$ cat src/rtl/fir_pkg.sv
// Shared FIR definitions: coefficient load states and
// memory sizing helpers used by datapath and responder.
package fir_pkg;

  typedef enum logic [1:0] {
    EMPTY   = 2'd0,
    LOADING = 2'd1,
    READY   = 2'd2
  } load_state_t;

  function automatic int sampleDepth(input int n);
    return n - 1;
  endfunction

  function automatic int coeffCount(input int n);
    return (n + 1) / 2;
  endfunction

endpackage

$ cat src/rtl/fir_coef_loader.sv
// Coefficient load state machine: accepts host beats,
// fills the coefficient store and flags malformed loads.
module fir_coef_loader
  import fir_pkg::*;
#(
  parameter int CoeffWidth = 12,
  parameter int CoeffCount = 5
) (
  input  logic clk,
  input  logic resetN,
  input  logic valid,
  input  logic [CoeffWidth-1:0] data,
  input  logic last,
  output logic [CoeffCount-1:0][CoeffWidth-1:0] entries,
  output load_state_t state,
  output logic loadErr
);

  localparam int CntW = $clog2(CoeffCount + 1);
  localparam logic [CntW-1:0] CntMax = CntW'(CoeffCount);

  logic [CntW-1:0] count;
  logic [CntW-1:0] idx;
  logic [CntW-1:0] nxt;
  logic restart;
  logic full;

  // EMPTY and READY both start a fresh load at entry 0
  assign restart = (state != LOADING);
  assign idx = restart ? '0 : count;
  assign full = !restart && (count == CntMax);
  assign nxt = idx + 1'b1;

  always_ff @(posedge clk or negedge resetN) begin
    if (!resetN) begin
      state   <= EMPTY;
      count   <= '0;
      entries <= '0;
      loadErr <= 1'b0;
    end else if (valid) begin
      if (full) begin
        state   <= EMPTY;
        count   <= '0;
        loadErr <= 1'b1;
      end else begin
        entries[idx] <= data;
        if (last) begin
          count <= '0;
          if (nxt == CntMax) begin
            state <= READY;
          end else begin
            state   <= EMPTY;
            loadErr <= 1'b1;
          end
        end else begin
          state <= LOADING;
          count <= nxt;
        end
      end
    end
  end

endmodule

$ cat src/rtl/fir_mem_responder.sv
// Sample RAM and coefficient store behind the FIR datapath.
// FIR_MEM_CHECK_EN enables the addrErr/collErr checkers.
module fir_mem_responder
  import fir_pkg::*;
#(
  parameter int NrOfTaps        = 10,
  parameter int SampleWidth     = 8,
  parameter int CoeffWidth      = 12,
  parameter int AddrsWidth      = 4,
  parameter int CoeffAddrsWidth = 3
) (
  input  logic clk,
  input  logic resetN,
  input  logic rwN1,
  input  logic rwN2,
  input  logic [AddrsWidth-1:0] sampleAddrs1,
  input  logic [AddrsWidth-1:0] sampleAddrs2,
  input  logic [SampleWidth-1:0] dataIn,
  output logic [SampleWidth-1:0] dataOut1,
  output logic [SampleWidth-1:0] dataOut2,
  input  logic read,
  input  logic [CoeffAddrsWidth-1:0] coeffAddrs,
  output logic [CoeffWidth-1:0] coeff,
  input  logic coefLoadValid,
  output logic coefLoadReady,
  input  logic [CoeffWidth-1:0] coefLoadData,
  input  logic coefLoadLast,
  output logic coeffValid,
  output logic loadErr,
  output logic addrErr,
  output logic collErr
);

  localparam int Depth = sampleDepth(NrOfTaps);
  localparam int CoeffCount = coeffCount(NrOfTaps);
  localparam logic [AddrsWidth-1:0] MaxAddr =
    AddrsWidth'(Depth - 1);
  localparam logic [CoeffAddrsWidth:0] CoefLim =
    (CoeffAddrsWidth + 1)'(CoeffCount);

  logic [SampleWidth-1:0] mem [Depth];
  logic [CoeffCount-1:0][CoeffWidth-1:0] entries;
  load_state_t state;
  logic in1, in2, cIn, ready;
  logic [CoeffWidth-1:0] coeffRd;
  logic [CoeffWidth-1:0] hold;

  assign in1 = (sampleAddrs1 <= MaxAddr);
  assign in2 = (sampleAddrs2 <= MaxAddr);
  assign cIn = ({1'b0, coeffAddrs} < CoefLim);
  assign ready = (state == READY);

  assign dataOut1 = in1 ? mem[sampleAddrs1] : '0;
  assign dataOut2 = in2 ? mem[sampleAddrs2] : '0;

  // port 1 is written last so it wins a same-address clash
  always_ff @(posedge clk or negedge resetN) begin
    if (!resetN) begin
      for (int i = 0; i < Depth; i++) mem[i] <= '0;
    end else begin
      if (!rwN2 && in2) mem[sampleAddrs2] <= dataIn;
      if (!rwN1 && in1) mem[sampleAddrs1] <= dataIn;
    end
  end

  fir_coef_loader #(
    .CoeffWidth(CoeffWidth),
    .CoeffCount(CoeffCount)
  ) u_loader (
    .clk(clk),
    .resetN(resetN),
    .valid(coefLoadValid),
    .data(coefLoadData),
    .last(coefLoadLast),
    .entries(entries),
    .state(state),
    .loadErr(loadErr)
  );

  assign coefLoadReady = 1'b1;
  assign coeffValid = ready;

  assign coeffRd = (ready && cIn) ? entries[coeffAddrs] : '0;
  assign coeff = read ? coeffRd : hold;

  always_ff @(posedge clk or negedge resetN) begin
    if (!resetN) hold <= '0;
    else if (read) hold <= coeffRd;
  end

`ifdef FIR_MEM_CHECK_EN
  always_ff @(posedge clk or negedge resetN) begin
    if (!resetN) begin
      addrErr <= 1'b0;
      collErr <= 1'b0;
    end else begin
      if (!in1 || !in2 || (read && !cIn))
        addrErr <= 1'b1;
      if ((!rwN1 && !rwN2 &&
           sampleAddrs1 == sampleAddrs2) ||
          (read && !ready))
        collErr <= 1'b1;
    end
  end
`else
  assign addrErr = 1'b0;
  assign collErr = 1'b0;
`endif

endmodule

$ cat config.mk
export PLATFORM = sky130hd
export DESIGN_NAME = fir_mem_responder
export DESIGN_NICKNAME = d
export VERILOG_FILES = /design/src/rtl/fir_pkg.sv /design/src/rtl/fir_coef_loader.sv /design/src/rtl/fir_mem_responder.sv
export SDC_FILE = /design/constraint.sdc
export NUM_CORES = 1
export LEC_CHECK = 0
export CELL_PAD_IN_SITES_DETAIL_PLACEMENT = 1
export CELL_PAD_IN_SITES_GLOBAL_PLACEMENT = 1
export CORE_MARGIN = 2
export CORE_UTILIZATION = 48
export DETAILED_ROUTE_END_ITERATION = 16
export GPL_ROUTABILITY_DRIVEN = 0
export GPL_TIMING_DRIVEN = 1
export PLACE_DENSITY_LB_ADDON = 0.1
export SLEW_MARGIN = 10
export SYNTH_ARGS = -nofsm -noshare
export SYNTH_HDL_FRONTEND = slang
export SYNTH_HIERARCHICAL = 1
export SYNTH_SLANG_ARGS = --single-unit
$ cat constraint.sdc
create_clock -name clk -period 3.3 [get_ports clk]
set_clock_uncertainty 0.1 [all_clocks]
set_input_delay 0.99 -clock clk [delete_from_list [all_inputs] [get_ports clk]]
set_output_delay 0.99 -clock clk [all_outputs]
set_load 0.01 [all_outputs]
---- Word-level counts from Yosys, hierarchy flattened ----
Cells that the tools add are included.
word-level totals
  register bits ........................... 150
  word-level logic and storage cells ...... 82
  bits of input ports ..................... 38
  output and inout port bits .............. 33
operators by class
  reductions and logical operators ........ 13
  $add $sub $neg .......................... 1
  $lt $le $gt $ge ......................... 10
  bitwise gates (word level) .............. 3
  muxes and demuxes ....................... 32
  equal/unequal tests ..................... 5
operators by type and width
  cell                   count
  $bwmux W72             2
  $mux W72               2
  $bmux W8 S4            2
  $demux W8 S4           2
  $mux W8                8
  $bwmux W60             1
  $mux W12               4
  $bmux W12 S3           1
  $demux W12 S3          1
  $ge A5 B5 Y1 const B   2
  $lt A5 B1 Y1 const B   2
  $not A4 Y5             2
  $mux W3                3
  $le A4 B4 Y1 const B   2
  $lt A3 B4 Y1 const B   2
  $logic_and A1 B1 Y1    7
  $eq A3 B3 Y1 const B   2
  $mux W2                3
  $ne A2 B1 Y1 const B   2
  $add A3 B1 Y3 const B  1
  $ge A3 B1 Y1 const B   1
  $logic_not A1 Y1       3
  $lt A3 B3 Y1 const B   1
  $mux W1                3
  other kinds (5)        5

---- Depth between registers and ports, before layout ----
Gate-level depths: netlist of the first run.
  depth in word-level cells ............... 9
  depth in mapped cells ................... 7
  gate-level depth less buffers ........... 7

---- Hierarchy ----
Netlist of the first run, hierarchy kept.
by module, submodules not included
  module             cells an instance  seq. area each (µm²)  area an instance (µm²)  times used
  fir_mem_responder  369                2102.0                4926.0                  1
  fir_coef_loader    164                1651.6                2606.2                  1

---- Least setup slack after synthesis of the first run ----
No wires, ideal clock.
  path kind ............................... input -> output
  from .................................... in sampleAddrs1[1]
  to ...................................... out dataOut1[1]
  data required time ...................... 2.210 ns
  cell stages on the path ................. 5
  data arrival time ....................... 2.148 ns
  buffers on the path ..................... 2
  slack ................................... 0.062 ns
  cell sequence ........................... clkbuf_1 > buf_2 > mux4_2 > nor2_1 > o31ai_1
between the ends
  word-level cells in the longest chain between the ends .. 5
  elaborated cells on any way between the ends .. 6
  classes of those cells .................. 1 x order compare; 4 x mux; 1 x bitwise
ends and longest elaborated chain
  what                                        RTL line                 source
  start, declared                             fir_mem_responder.sv:16  input logic [AddrsWidth-1:0] sampleAddrs1,
  $not A4 Y5 (implied by the code)            fir_mem_responder.sv:53  assign dataOut1 = in1 ? mem[sampleAddrs1] : '0;
  $bmux W8 S4                                 fir_mem_responder.sv:53
  $mux W8 (implied by the code) (2 in a row)  fir_mem_responder.sv:53
  $mux W8 (*)                                 fir_mem_responder.sv:53
  end, declared                               fir_mem_responder.sv:19  output logic [SampleWidth-1:0] dataOut1,
Mark *: on every way between the ends. The rest lies on a longest branch, timed or not. The select of a mux whose other input is x is not followed.

---- Worst setup path after layout of the first run ----
  from .................................... in coeffAddrs[0]
  to ...................................... out coeff[3]
between the ends
  word-level cells in the longest chain between the ends .. 4
  elaborated cells on any way between the ends .. 6
  classes of those cells .................. 1 x order compare; 4 x mux; 1 x reduce/logical
ends and longest elaborated chain
  what                                                                          RTL line                                          source
  start, declared                                                               fir_mem_responder.sv:22                           input logic [CoeffAddrsWidth-1:0] coeffAddrs,
  $bmux W12 S3 / $lt A3 B3 Y1 (equally long branches)                           fir_mem_responder.sv:83, fir_mem_responder.sv:50
  $mux W12 (implied by the code) / $logic_and A1 B1 Y1 (equally long branches)  fir_mem_responder.sv:83                           assign coeffRd = (ready && cIn) ? entries[coeffAddrs] : '0;
  $mux W12 (*)                                                                  fir_mem_responder.sv:83
  $mux W12 (*)                                                                  n/a
  end, declared                                                                 fir_mem_responder.sv:23                           output logic [CoeffWidth-1:0] coeff,
Marked as above.

==> results of run 1 <==
## worst max-delay path, cell delays in order
cell	delay (ns)
buf_8	0.08
buf_12	0.13
buf_12	0.11
mux4_2	0.50
a221o_1	0.35
buf_2	0.16
## flip-flops by register name (all words and copies together), names as in the netlist
register and flops:
u_loader/count 3, u_loader/loadErr 1, mem 72, u_loader/state 2, hold 12, u_loader/entries 60
## routing by layer
layer / vias to the layer above / wire length, um
met1: 2769 / 8930
met5: - / 0
met4: 0 / 847
met2: 158 / 12300
met3: 55 / 1030
li1: 2273 / -
## per-stage QoR
stage                     std cells  utilization (%)  area (um2)  worst slack, ns  setup TNS [ns]
after floorplan                 534                -        7540           0.0623               0
after detailed placement        829             58.2        8880           -0.857          -22.23
after global routing            890             65.1        9940           -0.141           -1.15
after global placement          829             58.2        8880           -0.835          -21.71
final                           890             65.1        9940           -0.118          -0.674
after CTS                       890             64.7        9870          -0.0908          -0.580
## cell type report
cell class              count  area share (%)
multi-input cells         340            38.2
flip-flops and latches    150            37.8
repair buffers            150            15.5
clock buffers              19            4.56
well taps                 211            2.66
clock inverters            13            1.11
inverters                   7           0.264
## report_power, final
part,leakage (nW),internal [mW],switching [mW],total [mW]
Sequential,1.86,2.31,0.334,2.65
Clock,0.273,1.02,0.850,1.87
Combinational,2.26,0.905,0.579,1.48
## worst max-delay path by stage
stage                     from     endpoint  cells past startpoint
2_1_floorplan  sampleAddrs1[1]  dataOut1[1]                      5
3_3_place_gp     coeffAddrs[0]    coeff[11]                      5
3_5_place_dp     coeffAddrs[0]     coeff[9]                      5
4_1_cts          coeffAddrs[0]     coeff[6]                      6
5_1_grt          coeffAddrs[0]     coeff[3]                      6
6_report         coeffAddrs[0]     coeff[3]                      6
## kinds of logic (layout without fill, tap and decap cells)
logic type,after synthesis,count (layout)
compound gates,61,61
mux,194,194
fa+ha+maj,1,1
simple gates,81,81
other cells,2,3
buf+inv,44,189
flops,150,150
## what timing repair did
action                                  in CTS  in global routing
gates cloned                                 5                  0
endpoints found under the setup margin      28                 23
setup buffers                               24                  0
pin swaps                                   19                  5
resized for setup                          210                 19
## cell usage in the layout, fill, tap and decap left out, drive strengths merged, types with 2 or more instances in the layout
| cell | n |
|---|---|
| o32a | 2 |
| or3b | 2 |
| nor2b | 14 |
| clkinvlp | 3 |
| o31ai | 17 |
| mux2 | 166 |
| nand3 | 2 |
| nor4b | 3 |
| clkbuf | 21 |
| nand3b | 3 |
| nand2b | 6 |
| inv | 14 |
| clkdlybuf4s50 | 26 |
| nor2 | 21 |
| a221o | 12 |
| dlygate4sd2 | 3 |
| or3 | 2 |
| conb | 3 |
| buf | 117 |
| mux4 | 28 |
| o21ai | 3 |
| o22ai | 22 |
| dfrtp | 150 |
| nand2 | 23 |
| clkinv | 3 |
==> reports/qor.csv, run 1 <==
metric;value;unit
outcome;finished, violations left;
violations;negative setup slack;
synth-simple-area-share;5.88;%
grt_pass1_vias;6073;
synth_edf_count;0;
fillers;1400;
r2r_end;u_loader/entries[30];
firstDrtPassIters;4;
synthTopCellsByCount;dfrtp_1 (150), mux2_2 (147), mux4_2 (28), nand2_1 (22), nor2_1 (21);
period_needed;3.42;ns
rsz0062_at_grt;yes;
drc;0;
cp-start-kind;primary input;
place.detailed.hpwl;13800;um
grt_antenna_before_repair;0;
synth_top_area_cell;dfrtp_1;
multi_input_area;0.00379;mm2
num-nets-final;705;
synth-compound-area-share;6.86;%
drive_gt1_share;58.8;%
ff2ff_path_depth;4;
clk_latency;0.42;ns
gr-usage-met1;32.9;%
grt_overflow_total;0;
synth_top_family_by_area;multiplexers;
clockRootBuffer;clkbuf_16;
fmax;0.293;GHz
hold_end;u_loader/loadErr;
area_growth;32.0;%
wirelength;23100;um
synth-seq-cells;150;
met2_usage;52.8;%
clkSlewWorstSetupHoldPaths;0.06;ns
clk_path_buf_depth;2;
synth-xor-area-share;0;%
avgSynthCellArea;14.1;um2
core;0.0153;mm2
viasPerCell;5.90;
cts_tree;yes;
vdd_ir_drop_max;0.390;mV
synthesis.area;0.00753;mm2
max_slew_margin;53.0;%
yosys_warnings;6;
cp_max_fo;7;
start_util;49.4;%
htreeDepth;4;
ys.flop_type;dfrtp_1;
grt_pass1_wl;35200;um
grt.total_usage;28.8;%
r2r-start;u_loader/state[0];
totalPowerFinal;6.01;mW
synth_cell_types;43;
cts_hold_buf;0;
final-max-slew-violation-count;0;
seq_area;0.00375;mm2
leakagePower;4.39;nW
via_count;5255;
numCtsBuffers;17;
postLayoutSetupSlackWorst;-0.118;ns
worstPathRequired;2.21;ns
final-setup-viol-count;12;
synthMuxAreaShare;34.1;%
clock-sinks;150;
min_path_type;flip-flop to flip-flop;
numPortBuffers;67;
crit_path_end_kind;output pin;
cap_violations;0;
worst_pin_slew;0.705;ns
min-delay-start;u_loader/loadErr;
n_antenna_cell;0;
post-route-period-util;104;%
holdPathStages;1;
hold_viol;0;
gr-max-usage-layer;met2;
drt_iter0_markers;286;
crit_type;primary input to output pin;
synthAdderAreaFrac;0.166;%
hold_slack;0.374;ns
regToRegSetupSlack;1.30;ns
power.density;604;mW/mm2
drtAntennaViolNets;0;
use_met3;5.95;%
die-area;0.0167;mm2
num_rows;45;
arrival;2.33;ns
synthCells;533;
seq_area_frac_synth;49.8;%
async_flop_share;100;%
grt_max_degree;70;
io-pin-count;71;
synth_area_leaders;dfrtp_1 (50%), mux2_2 (22%), mux4_2 (8.4%);
fp.dieH;129;um
die_w;129;um
yosysMostFrequentCell;dfrtp_1;
synth_top_area_share;49.8;%
post_drt_wl_per_cell;25.9;um
Power figures use the tool's default switching activity.
==> run 2, diff against run 1 <==
--- a/config.mk
+++ b/config.mk
@@ -12,7 +12,7 @@
 export DETAILED_ROUTE_END_ITERATION = 16
 export GPL_ROUTABILITY_DRIVEN = 0
 export GPL_TIMING_DRIVEN = 1
-export PLACE_DENSITY_LB_ADDON = 0.1
+export PLACE_DENSITY_LB_ADDON = 0.12
 export SLEW_MARGIN = 10
 export SYNTH_ARGS = -nofsm -noshare
 export SYNTH_HDL_FRONTEND = slang
==> run 2 against run 1 <==
  * The flow still finishes with violations (negative setup slack)
  * Via count decreased by 0.11%
  * Utilization decreased by 0.89 points
  * Count of clock-buffer cells in the layout decreased by 1
  * Total power increased by 3.2%
  * Hold slack got worse by 0.073 ns
  * Combinational power about the same
  * Clock power increased by 12%
  * Routed wire length decreased by 1.1%
  * Critical path type unchanged
==> reports/qor.csv, run 2 (synthesis results as in run 1) <==
metric;value;unit;change
largest_register_ffs;72;;unchanged
arrival;2.25;ns;-0.08 ns
power_frac_comb;23.7;%;-1.0 points
regMostFlops;mem;;
layout_common_cells;dfrtp_1 (150), mux2_2 (147), buf_4 (53);;
grt_overflow_total;0;;unchanged
grt_pass1_vias;6001;;-1.2%
dp_cells;824;;-0.60%
post-route-period-util;101;%;-2.3 points
timing.critical_path.mode_cell;buf_12;;
final-setup-viol-count;8;;-4
final_cells;881;;-1.0%
clkSlewWorstSetupHoldPaths;0.07;ns;about the same
place.detailed.hpwl;13800;um;-0.59%
postLayoutSetupSlackWorst;-0.0423;ns;+0.0756 ns
min_path_type;primary input to asynchronous set/reset pin;;
ff2ff_path_depth;4;;unchanged
core;0.0153;mm2;unchanged
p_switching;1.76;mW;about the same
cap_violations;0;;unchanged
vdd_ir_drop_max;0.576;mV;+48%
path_buf_inv;3;;-1
fin_util;64.2;%;-0.89 points
outcome;finished, violations left;;
r2r_end;u_loader/entries[30];;
io-pin-count;71;;unchanged
fmax;0.299;GHz;+2.3%
grt.total_usage;28.7;%;about the same
clockRootBuffer;clkbuf_16;;
firstDrtPassIters;4;;unchanged
grt_max_degree;62;;-11%
die-area;0.0167;mm2;unchanged
grt_pass1_wl;35400;um;+0.49%
numCtsBuffers;17;;unchanged
htreeDepth;4;;unchanged
period_needed;3.34;ns;-0.0756 ns
crit_path_end_kind;output pin;;
cts_hold_buf;0;;unchanged
crit_type;primary input to output pin;;
cp-start-kind;primary input;;
path_cells;buf_12, buf_12, mux4_2, a221o_1, buf_2;;
clk_path_buf_depth;2;;unchanged
via_count;5249;;-0.11%
hold_viol;0;;unchanged
die_w;129;um;unchanged
drtAntennaViolNets;0;;unchanged
grt_antenna_before_repair;0;;unchanged
clk_latency;0.43;ns;about the same
leakagePower;4.33;nW;-1.3%
switching_share;28.4;%;-0.93 points
n_antenna_cell;0;;unchanged
layout_commonest_cell;dfrtp_1;;
wirelength;22800;um;-1.1%
start_util;49.4;%;unchanged
biggestRegsByFlops;mem (72), u_loader/entries (60), hold (12);;
worstPathRequired;2.21;ns;about the same
violations;negative setup slack;;
post_drt_wl_per_cell;25.9;um;-0.14%
totalPowerFinal;6.20;mW;+3.2%
pwr-share-seq;42.6;%;-1.5 points
regToRegSetupSlack;1.29;ns;about the same
cts_tree;yes;;
crit_family;multiplexers;;
rsz0062_at_grt;yes;;
clock_power_share;33.7;%;+2.5 points
r2r-start;u_loader/state[0];;
num_rows;45;;unchanged
cpPeakStageDelay;0.50;ns;about the same
numPortBuffers;67;;unchanged
final-max-slew-violation-count;0;;unchanged
power.density;632;mW/mm2;+4.6%
drc;0;;unchanged
drt_iter0_markers;299;;+4.5%
num-nets-final;696;;-1.3%
viasPerCell;5.96;;+0.91%
cp_max_fo;7;;unchanged
place_ws;-0.852;ns;+0.00513 ns
slowest_stage;mux4_2;;
fp.dieH;129;um;unchanged
area_growth;30.1;%;
drive_gt1_share;56.3;%;-2.5 points
clock-sinks;150;;unchanged
p_int;4.44;mW;+4.5%
## run 2: metal layers
metal | global-route usage (%) | up-vias | wire (um)
met5 | 0 | - | 0
met1 | 34.4 | 2799 | 9320
met2 | 50.7 | 154 | 12000
met3 | 5.70 | 56 | 810
li1 | - | 2240 | -
met4 | 12.3 | 0 | 639
## run 2: layout make-up
cell class                 instances  area [um2]
clock buffer                      18         439
fill                            1406        5460
inverter                           7        26.3
clock inverter                    14         190
multi-input combinational        340        3740
tap                              211         264
sequential                       150        3750
timing repair buffer             141        1390
## run 2: worst max path at each step
stage	from	end	slack, ns	depth (start not counted)
4_1_cts	coeffAddrs[0]	coeff[10]	-0.05	5
5_1_grt	coeffAddrs[0]	coeff[3]	-0.06	5
2_1_floorplan	sampleAddrs1[1]	dataOut1[1]	0.06	5
6_report	coeffAddrs[0]	coeff[3]	-0.04	5
3_3_place_gp	coeffAddrs[0]	coeff[10]	-0.86	5
3_5_place_dp	coeffAddrs[0]	coeff[10]	-0.85	5
## run 2: power by group through the flow
| stage | logic (mW) | clock network [mW] | registers [mW] |
|---|---|---|---|
| after detailed placement | 1.35 | 0 | 2.65 |
| after CTS | 1.40 | 2.11 | 2.63 |
| after floorplan | 0.958 | 0 | 2.53 |
| after global placement | 1.27 | 0 | 2.60 |
| final | 1.47 | 2.09 | 2.64 |
| after global routing | 1.56 | 2.19 | 2.71 |
## run 2: timing repair
action                                  in CTS  in global routing
buffers inserted                            13                  4
endpoints found under the setup margin      28                 28
cloned                                       9                  1
pin swaps                                   17                 10
gates resized for setup                    201                 30
## run 2: stage by stage
| stage | hold slack (ns) | TNS [ns] | instance area, um2 |
|---|---|---|---|
| 6_report | 0.302 | -0.122 | 9800 |
| 5_1_grt | 0.304 | -0.489 | 9800 |
| 4_1_cts | 0.295 | -0.171 | 9660 |
| 3_5_place_dp | 0.362 | -22.57 | 8750 |
| 3_3_place_gp | 0.353 | -22.17 | 8750 |
| 2_1_floorplan | 0.374 | 0 | 7540 |
==> run 3, diff against run 2 <==
--- a/config.mk
+++ b/config.mk
@@ -12,6 +12,7 @@
 export DETAILED_ROUTE_END_ITERATION = 16
 export GPL_ROUTABILITY_DRIVEN = 0
 export GPL_TIMING_DRIVEN = 1
+export HOLD_SLACK_MARGIN = 0.02
 export PLACE_DENSITY_LB_ADDON = 0.12
 export SLEW_MARGIN = 10
 export SYNTH_ARGS = -nofsm -noshare
==> results of run 3 <==
No change in the layout: final DEF, timing and power equal those of run 2.
==> patch 1 (settings of run 3) <==
The parameter `AddrsWidth` goes from 4 to 3.
--- a/src/rtl/fir_mem_responder.sv
+++ b/src/rtl/fir_mem_responder.sv
@@ -6,7 +6,7 @@
   parameter int NrOfTaps        = 10,
   parameter int SampleWidth     = 8,
   parameter int CoeffWidth      = 12,
-  parameter int AddrsWidth      = 4,
+  parameter int AddrsWidth      = 3,
   parameter int CoeffAddrsWidth = 3
 ) (
   input  logic clk,
Ports: changed (resized sampleAddrs1 and sampleAddrs2); port bits go from 71 to 69. No check against the original RTL was run, so the function may have changed too.
==> patch 1 against run 3 <==
The run still ends with setup timing left. Clock power decreased by 64%. Area after synthesis shrank 48%. Cell area fell by 49%. First-iteration DRC count is 78% lower. Count of clock-buffer cells in the layout is 8 lower. Die area down 47%. Fmax decreased by 1.7%. Wire length is 58% lower. Power is 55% lower. Sequential cell count fell by 64. Setup slack worse by 59 ps. Critical endpoint is now coeff[0]. Largest power group unchanged.
==> patch 1: results (changes against run 3) <==
| Metric | Value |
|---|---|
| Cell types with the highest counts after synthesis | `dfrtp_1, mux2_2, and2_1 (was dfrtp_1, mux2_2, mux4_2)` |
| Maximum VDD drop | `0.000329 V (was 0.000576 V)` |
| Pleak | `2.39 nW (was 4.33 nW)` |
| Skew-Pair Late Insertion Delay | `360 ps (was 430 ps)` |
| Total of fill cells in the finished design | `747 (was 1406)` |
| Clock H-tree levels | `3 (was 4)` |
| Synthesized-area fraction occupied by adder cells | `0.322% (was 0.166%)` |
| Clock input transition at the sequential cells of the worst setup and hold paths | `90 ps (was 70 ps)` |
| Top post-synthesis cells by area | `dfrtp_1, mux2_2, mux4_2 (unchanged)` |
| Final layout net count | `394 (was 696)` |
| Total clock buffers created by CTS | `9 (was 17)` |
| Global routing met2 resource utilization | `41.6% (was 50.7%)` |
| Maximum fanout along the worst path | `4 (was 7)` |
| Number of unique standard cell types used by synthesis | `37 (was 43)` |
| Cell Count Post-Placement | `432 (was 824)` |
| Vias in the first global route | `2813 (was 6001)` |
| Failing checks | `setup timing (unchanged)` |
| Cell Area, Placed | `4720 um2 (was 8750 um2)` |
| Maximum number of pins on one net before global-route repair | `42 (was 62)` |
| Final worst-path setup slack | `-101 ps (was -42.3 ps)` |
| Number of failing setup endpoints in the final timing report | `6 (was 8)` |
| Largest registers | `u_loader/entries: 60 flops, hold: 12 flops, mem: 8 flops (was mem: 72 flops, u_loader/entries: 60 flops, hold: 12 flops)` |
| Run status | `finished, violations left (unchanged)` |
| First drt pass iteration count | `6 (was 4)` |
| Complex-gate fraction of the synthesized area | `4.70% (was 6.86%)` |
| Worst slack at placement | `-886 ps (was -852 ps)` |
| Wire length of the first global-routing pass | `15500 um (was 35400 um)` |
| Sequential area share after synthesis | `55.3% (was 49.8%)` |
| Tightest Hold Check Type | `reg -> reg (was in -> async)` |
| DRT iter0 DRCs | `66 (was 299)` |
| Fraction of synthesized area in multiplexers | `28.3% (was 34.1%)` |
| Layout cell share with drive strength beyond 1 | `42.5% (was 56.3%)` |
| Synthesized netlist cell count | `263 (was 533)` |
| Routed wirelength normalized by instance count | `20.8 um (was 25.9 um)` |
| Placed wire-length estimate after detailed placement | `6120 um (was 13800 um)` |
==> patch 1: area by class of cell <==
cell class | instances | area (um2) | share of cell area, %
sequential | 86 | 2150 | 42.8
multi-input combinational | 158 | 1650 | 32.9
timing repair buffer | 96 | 867 | 17.3
clock buffer | 10 | 138 | 2.74
tap | 102 | 128 | 2.54
clock inverter | 6 | 67.6 | 1.34
inverter | 6 | 22.5 | 0.448
==> patch 1: worst paths after layout <==
| path | from | endpoint | slack [ps] | cells after the start |
|---|---|---|---|---|
| hold / removal | u_loader/loadErr | u_loader/loadErr | 390 | 1 |
| max in group asynchronous | resetN | hold[11] | 1870 | 2 |
| setup / recovery | coeffAddrs[0] | coeff[0] | -100 | 6 |
| min in group asynchronous | resetN | mem[67] | 490 | 1 |
| setup reg to reg | u_loader/state[1] | u_loader/entries[27] | 1300 | 4 |
| hold reg to reg | u_loader/loadErr | u_loader/loadErr | 390 | 1 |
==> patch 1: timing repair <==
item / 4_1_cts / 5_1_grt
setup endpoints to repair: 28 / 20
resized for setup: 95 / 21
buffers inserted: 11 / 3
hold buffers: 0 / 0
gates cloned: 2 / 1
pin swaps: 11 / 7
==> patch 1: layer usage <==
metal  vias to the layer above  wire [um]
met5                         -          0
met4                         0         99
met3                        10        349
met2                        54       5100
met1                      1335       4080
li1                       1153          -
==> patch 1: power by group through the flow <==
stage	registers (W)	logic (W)	clock network, W
floorplan	0.00142	0.000425	0
global placement	0.00146	0.000557	0
detailed placement	0.00148	0.000584	0
CTS	0.00146	0.000600	0.000781
global route	0.00150	0.000641	0.000830
finish	0.00147	0.000597	0.000757
==> patch 2 (config.mk and constraints of run 3) <==
Made on the original files. Put a register stage on the output `loadErr`, without a reset. The value now appears one clock later. The other outputs are not delayed to match.
--- a/src/rtl/fir_mem_responder.sv
+++ b/src/rtl/fir_mem_responder.sv
@@ -38,6 +38,8 @@
   localparam logic [CoeffAddrsWidth:0] CoefLim =
     (CoeffAddrsWidth + 1)'(CoeffCount);
 
+  logic loadErr_d;
+
   logic [SampleWidth-1:0] mem [Depth];
   logic [CoeffCount-1:0][CoeffWidth-1:0] entries;
   load_state_t state;
@@ -74,7 +76,7 @@
     .last(coefLoadLast),
     .entries(entries),
     .state(state),
-    .loadErr(loadErr)
+    .loadErr(loadErr_d)
   );
 
   assign coefLoadReady = 1'b1;
@@ -107,5 +109,9 @@
   assign collErr = 1'b0;
 `endif
 
+  always_ff @(posedge clk) begin
+    loadErr <= loadErr_d;
+  end
+
 endmodule
 
Formal check against the unedited RTL: not equivalent (Yosys sat finds a counterexample within 4 cycles, from zero or initial values and one cycle with resetN low).
==> patch 2 against run 3 <==
The flow still finishes with violations (setup timing). Area after synthesis grew 0.35%. Cell area grew 0.57%. Setup slack lost 40 ps. Synthesized cell count is the same. Sequential cell count grew 1. Largest power group unchanged. Wire length shrank 1.0%. Power shrank 2.6%.
==> patch 2: results (changes against run 3) <==
| Metric | Value |
|---|---|
| Maximum number of pins on one net before global-route repair | `59 (was 62)` |
| Cell Count Post-Placement | `833 (was 824)` |
| Placed wire-length estimate after detailed placement | `13800 um (about the same)` |
| Maximum fanout along the worst path | `5 (was 7)` |
| Mean cell area of the mapped netlist | `14.2 um2 (was 14.1 um2)` |
| Final layout net count | `707 (was 696)` |
| Multi-input logic area | `3790 um2 (was 3740 um2)` |
| TNS Setup | `-168 ps (was -122 ps)` |
| Total via count in the routed design | `5313 (was 5249)` |
| Post-CTS repair timing setup buffer count | `19 (was 13)` |
| Synthesized-area fraction occupied by adder cells | `0.166% (about the same)` |
| DR vias/cell | `5.97 (was 5.96)` |
| Fraction of synthesized area in multiplexers | `34.4% (was 34.1%)` |
| Final worst-path setup slack | `-82.6 ps (was -42.3 ps)` |
| Tightest Hold Check Type | `reg -> reg (was in -> async)` |
| Total of fill cells in the finished design | `1453 (was 1406)` |
| FFs w/ async S/R, synth | `99.3% (was 100%)` |
| Met1 Usage GRT | `34.0% (was 34.4%)` |
| Wire length of the first global-routing pass | `34900 um (was 35400 um)` |
| Detail Route met2 WL | `11600 um (was 12000 um)` |
| Fraction of post-synthesis cell area in the top cell type by area | `49.7% (was 49.8%)` |
| Vias in the first global route | `6067 (was 6001)` |
| Met3 routed WL | `937 um (was 810 um)` |
| Run status | `finished, violations left (unchanged)` |
| Failing checks | `setup timing (unchanged)` |
| Initial antenna violation count | `0 (unchanged)` |
| Cell types with the highest counts after synthesis | `dfrtp_1, mux2_2, mux4_2 (unchanged)` |
| Number of failing setup endpoints in the final timing report | `4 (was 8)` |
| Global routing met2 resource utilization | `48.4% (was 50.7%)` |
| Cell Area, Placed | `8860 um2 (was 8750 um2)` |
| Sequential area share after synthesis | `49.9% (was 49.8%)` |
| Met3 global-route usage | `5.86% (was 5.70%)` |
| Total detailed-routing wirelength | `22600 um (was 22800 um)` |
| Layout cell share with drive strength beyond 1 | `57.7% (was 56.3%)` |
| Top post-synthesis cells by area | `dfrtp_1, mux2_2, mux4_2 (unchanged)` |
| Number of inserted diodes | `0 (unchanged)` |
| Max transition margin | `60.6%` |
| First drt pass iteration count | `5 (was 4)` |
| Maximum VDD drop | `0.000363 V (was 0.000576 V)` |
[patch 2: cell count changes after synthesis, sizes merged]
cell | before | now
buf | 24 | 23
dfxtp | 0 | 1
o22a | 1 | 0
o22ai | 22 | 23
[patch 2: layout make-up]
cell class	instances	area share, %
multi-input combinational	340	38.4
clock buffer	18	4.35
sequential	151	38.3
inverter	7	0.266
clock inverter	12	1.32
tap	211	2.68
timing repair buffer	151	14.7
[patch 2: worst paths after layout]
check	to	slack, ps	cells after the start
setup / recovery	coeff[2]	-80	5
hold / removal	loadErr	270	0
setup reg to reg	u_loader/entries[31]	1290	4
hold reg to reg	loadErr	270	0
max in group asynchronous	u_loader/entries[8]	1890	2
min in group asynchronous	mem[16]	430	1
[patch 2: power breakdown]
part / internal, W / switching [W]
sequential: 0.00233 / 0.000344
clock: 0.00110 / 0.000785
combinational: 0.000909 / 0.000567
total: 0.00434 / 0.00170
